==> src/rtl/pe_bus_arbiter.sv <==
// Registered round-robin arbiter for the shared intra-PU PE bus.
// Grants one PE per cycle, supports locked multi-beat bursts, one-hot destination valid.
module pe_bus_arbiter #(
  parameter int LOG_NUM_PE   = 3,
  parameter int NUM_PE_VALID = 5,
  parameter int DATA_LEN     = 16,
  localparam int NUM_PE      = 1 << LOG_NUM_PE
) (
  input  logic                         clk,
  input  logic                         reset,
  input  logic [NUM_PE-1:0]            pe_req_v,
  input  logic [NUM_PE-1:0]            pe_req_last,
  input  logic [DATA_LEN*NUM_PE-1:0]   pe_req_data,
  input  logic [LOG_NUM_PE*NUM_PE-1:0] pe_req_dest,
  output logic [NUM_PE-1:0]            pe_req_rdy,
  input  logic                         bus_stall,
  output logic [DATA_LEN-1:0]          bus_data_out,
  output logic [NUM_PE-1:0]            bus_data_out_v,
  output logic [LOG_NUM_PE-1:0]        bus_src,
  output logic                         busy
);

  typedef enum logic {IDLE, BURST} state_t;

  state_t                  state_q, state_d;
  logic [LOG_NUM_PE-1:0]   owner_q, owner_d;
  logic [LOG_NUM_PE-1:0]   rr_ptr_q, rr_ptr_d;
  logic [NUM_PE-1:0]       valid_mask, eff_req;
  logic                    win_found;
  logic [LOG_NUM_PE-1:0]   win_idx, scan_idx, acc_idx;
  logic                    accept;
  logic [DATA_LEN-1:0]     data_arr [NUM_PE];
  logic [LOG_NUM_PE-1:0]   dest_arr [NUM_PE];

  always_comb begin
    for (int i = 0; i < NUM_PE; i++) begin
      valid_mask[i] = (i < NUM_PE_VALID);
      data_arr[i]   = pe_req_data[i*DATA_LEN +: DATA_LEN];
      dest_arr[i]   = pe_req_dest[i*LOG_NUM_PE +: LOG_NUM_PE];
    end
  end

  assign eff_req = pe_req_v & valid_mask;

  // Scan rr_ptr+1 .. rr_ptr+NUM_PE; the last step lands on rr_ptr itself.
  always_comb begin
    win_found = 1'b0;
    win_idx   = '0;
    scan_idx  = '0;
    for (int k = 1; k <= NUM_PE; k++) begin
      scan_idx = rr_ptr_q + LOG_NUM_PE'(k);
      if (!win_found && eff_req[scan_idx]) begin
        win_found = 1'b1;
        win_idx   = scan_idx;
      end
    end
  end

  // NOTE: every signal driven here gets a default first so no latch is inferred.
  always_comb begin
    state_d    = state_q;
    owner_d    = owner_q;
    rr_ptr_d   = rr_ptr_q;
    pe_req_rdy = '0;
    acc_idx    = win_idx;
    accept     = 1'b0;
    if (reset) begin
      unique case (state_q)
        IDLE: begin
          if (win_found && !bus_stall) begin
            pe_req_rdy[win_idx] = 1'b1;
            accept              = 1'b1;
            rr_ptr_d            = win_idx;
            if (!pe_req_last[win_idx]) begin
              state_d = BURST;
              owner_d = win_idx;
            end
          end
        end
        BURST: begin
          // Lock is held even when the owner drops valid, producing bubbles.
          acc_idx             = owner_q;
          pe_req_rdy[owner_q] = !bus_stall;
          accept              = !bus_stall && pe_req_v[owner_q];
          if (accept) begin
            rr_ptr_d = owner_q;
            if (pe_req_last[owner_q]) state_d = IDLE;
          end
        end
        default: ;
      endcase
    end
  end

  // NOTE: sequential state uses non-blocking assignments so all registers update together.
  always_ff @(posedge clk) begin
    if (!reset) begin
      state_q  <= IDLE;
      owner_q  <= '0;
      rr_ptr_q <= LOG_NUM_PE'(NUM_PE - 1);
    end else begin
      state_q  <= state_d;
      owner_q  <= owner_d;
      rr_ptr_q <= rr_ptr_d;
    end
  end

  always_ff @(posedge clk) begin
    if (!reset) begin
      bus_data_out   <= '0;
      bus_data_out_v <= '0;
      bus_src        <= '0;
    end else if (accept) begin
      bus_data_out   <= data_arr[acc_idx];
      bus_data_out_v <= NUM_PE'(1) << dest_arr[acc_idx];
      bus_src        <= acc_idx;
    end else begin
      bus_data_out_v <= '0;
    end
  end

  assign busy = (state_q == BURST) || (|bus_data_out_v);

endmodule

==> config.mk <==
export PLATFORM = sky130hd
export DESIGN_NAME = pe_bus_arbiter
export DESIGN_NICKNAME = d
export VERILOG_FILES = /design/src/rtl/pe_bus_arbiter.sv
export SDC_FILE = /design/constraint.sdc
export NUM_CORES = 1
export LEC_CHECK = 0
export ABC_AREA = 0
export BUFFER_PORTS_ARGS = -buffer_cell sky130_fd_sc_hd__buf_4
export CAP_MARGIN = 30
export CORE_AREA = 4 4 125 79
export CTS_CLUSTER_DIAMETER = 80
export DETAILED_ROUTE_END_ITERATION = 8
export DIE_AREA = 0 0 129 83
export PLACE_DENSITY = 0.81
export SLEW_MARGIN = 20
export SYNTH_ARGS = -nofsm -noshare
export SYNTH_HDL_FRONTEND = slang
export SYNTH_SLANG_ARGS = --single-unit
==> constraint.sdc <==
create_clock -name clk -period 5.21 [get_ports clk]
set_input_delay 0.7815 -clock clk [delete_from_list [all_inputs] [get_ports clk]]
set_output_delay 0.7815 -clock clk [all_outputs]
set_load 0.005 [all_outputs]
==> impl_metrics.ini <==
[sta]
fin_crit_ns = 4.96
setup_tns_ns = 0
max_freq_mhz = 201
tightest_slew_ns = 0.744
holdWs_ns = 0.476
finalHoldViolCount = 0
rsz0062_at_grt = no
relSlewSlack_pct = 50.2
clock_skew_ns = 0.00296
fin_crit_sh_pct = 95.3
setup_ws_ns = 0.245
finalSetupViolations = 0
report.final.slew_viol_count = 0

[final_layout]
nets = 846
postLayoutCellArea_um2 = 5740
layoutNonFillerInstCount = 789
area_growth_pct = 43.5
drive_above_1_share_pct = 40.3
antenna_cells = 0

[setup_path]
slowest_delay_ns = 0.48
criticalPathCategory = flop to output pin
required_ns = 4.43
path_cells = inv_1, ha_1, mux2_2, mux2i_1, mux2i_1, a2bb2oi_2, or3_1, a311oi_1, or2_2, nor4b_1, nor2_1, nor2_1, buf_4
path_max_fanout = 8
crit-reg2reg-launch = rr_ptr_q[0]
r2r_setup_slack_ns = 0.54
timing.rr.end = bus_data_out[3]
arrival_ns = 4.18
critPathCaptureType = output pin
cp-endpoint = pe_req_rdy[1]
rr_worst_depth = 13
startpoint_type = flop
cp_slowest_cell = ha_1
cp_num_cells = 13
crit_start = rr_ptr_q[0]
path_buf_inv = 2
crit_family = simple AND/OR/NAND/NOR gates

[cts]
htreeDepth = 2
clock_sinks = 34
cts_root_buf = clkbuf_16
clk_path_buf_depth = 2
clk_pin_slew_ns = 0.05
post-cts-setup-buffer-count = 0
clk_latency_ns = 0.28
post_cts_resized = 0
cts_tree = done
hold_buffers = 0
cts_buffers = 5

[place]
hpwl_um = 12700
place_ws_ns = 0.524
port_buffers = 206
placed_cell_area_um2 = 5590
place_congestion = 0.972
dpl.cell_count = 782

[logic_synthesis]
yosys_warnings = 0
synthTopCellsByArea = dfxtp_1 17%, mux2i_1 15%, mux2_2 7.9%
async_reset_ff_share_pct = 0
seq_area_frac_synth_pct = 17.0
synth_seq_cells = 34
synth_nets = 668
synth-main-ff-cell = dfxtp_1
yosys.cell_types.count = 70
postSynthCellCount = 495
syn-cell-area_um2 = 4000
synth_edf_count = 0
synth_top_area_share_pct = 17.0
yosys.area.top_type = dfxtp_1
synth.avg_cell_area_um2 = 8.08

[status]
outcome = completed

[pwr]
pwr-share-clk_pct = 5.4
p_leak_nw = 2.63
pwr-share-seq_pct = 9.1
power_switching_mw = 2.62
combPwrFrac_pct = 85.5
vdd_drop_max_mv = 0.721
internal-power_mw = 2.44
powerDensity_nw_per_um2 = 883
power_switching_share_pct = 51.7

[hold_path]
hold_path_class = flop to flop

[route]
drtIter0Drc = 551
post_drt_wl_per_cell_um = 19.9
drc = 0
avgViaCountPerCell = 6.05
wirelength_um = 15700
dr.pass1.iters = 5
via_count = 4772
ant_nets = 0

[floorplan]
die-area_um2 = 10700
rows = 27
core-area_um2 = 8850
die_w_um = 129
start_util_pct = 45.2
die_h_um = 83
num_io_pins = 207

[grt]
grt.total_usage_pct = 27.8
grt_antenna_before_repair = 0
grt.overflow.total = 0
grt_max_degree = 68
grt_pass1_wl_um = 24100
grt_pass1_vias = 4617

[job]
maxCapViolCount = 0
[final cells by class]
cell class	instances	area (um2)
Tap cell	116	145
Multi-Input combinational cell	408	3110
Clock buffer	7	133
Timing Repair Buffer	218	1650
Inverter	6	22.5
Fill cell	757	3120
Sequential cell	34	681
[placed cells by master, fill, tap and decap left out, types with 16 or more instances in the layout]
| cell type | Yosys | final |
|---|---|---|
| buf_4 | 1 | 217 |
| mux2i_1 | 60 | 60 |
| nand2_1 | 37 | 37 |
| dfxtp_1 | 34 | 34 |
| mux2_2 | 28 | 28 |
| nor2_1 | 27 | 27 |
| o21ai_0 | 25 | 25 |
| o211ai_1 | 24 | 24 |
| nor2b_1 | 20 | 20 |
| a211oi_1 | 18 | 18 |
| a211o_1 | 16 | 16 |
| a31oi_1 | 16 | 16 |
[cells in the mapped netlist (3+ instances only)]
cell type	count
mux2i_1	60
nand2b_1	7
a21oi_1	12
o21a_1	3
a311oi_1	3
nand3_1	11
dfxtp_1	34
inv_1	6
a211o_1	16
nor3b_1	4
buf_6	3
nor3_1	15
nand3b_1	4
mux2_2	28
nor2b_1	20
and2_1	3
mux4_2	5
clkbuf_1	26
buf_1	4
a31oi_1	16
buf_2	13
a211oi_1	18
xor2_1	3
o211ai_1	24
o31a_1	3
o21ai_0	25
nand2_1	37
and3_1	9
nor2_1	27
[metrics by stage]
stage | util, % | power, mW
floorplan | - | 3.73
global placement | 63.2 | 4.64
detailed placement | 63.2 | 4.70
CTS | 64.7 | 4.99
global route | 64.8 | 5.45
finish | 64.8 | 5.07
[state kept, by name, indices dropped and copies added, names as in the netlist]
| signal | cells |
|---|---|
| bus_data_out | 16 |
| bus_data_out_v | 8 |
| bus_src | 3 |
| owner_q | 3 |
| rr_ptr_q | 3 |
| state_q | 1 |
[layer usage]
layer / part of all wire, % / track usage, % / wire length [um] / up-vias
met4: 2.0 / 5.82 / 312 / 0
li1: - / - / - / 2262
met1: 44 / 39.2 / 6830 / 2233
met5: 0 / 0 / 0 / -
met3: 9.4 / 7.01 / 1480 / 31
met2: 45 / 42.6 / 7070 / 246
[worst min-delay path by stage]
stage	slack (ns)	from	end	cells after the start
global route	0.54	bus_src[2]	bus_src[2]	2
detailed placement	0.47	bus_src[2]	bus_src[2]	2
CTS	0.48	bus_src[2]	bus_src[2]	2
floorplan	0.45	bus_src[2]	bus_src[2]	2
global placement	0.45	bus_src[2]	bus_src[2]	2
finish	0.48	bus_src[2]	bus_src[2]	2
[power by group through the flow]
stage                     clock network [mW]  logic (mW)  registers [mW]
final                                  0.274        4.33           0.459
after floorplan                            0        3.30           0.423
after global routing                   0.289        4.70           0.470
after CTS                              0.280        4.26           0.455
after detailed placement                   0        4.24           0.458
after global placement                     0        4.18           0.456
[worst reg2reg max path: cells and delay by family (launching register included)]
kind	cells	cell delay [ns]
AO/OA/AOI/OAI	4	1.44
adder cells (fa/ha/maj)	1	0.48
buffers and inverters	2	0.49
flip-flops	1	0.32
multiplexers	3	1.20
AND/OR/NAND/NOR	3	0.62
[cells by family (layout without fill, tap and decap cells)]
| kind of cell | Yosys count | in the layout | synth area share (%) |
|---|---|---|---|
| mux | 95 | 95 | 26.4 |
| fa+ha+maj | 2 | 2 | 0.626 |
| xor+xnor | 5 | 5 | 1.10 |
| flops | 34 | 34 | 17.0 |
| buf+inv | 53 | 231 | 6.04 |
| simple gates | 154 | 154 | 20.6 |
| compound gates | 152 | 152 | 28.2 |
Note: power is estimated with default switching activity, not from simulation.
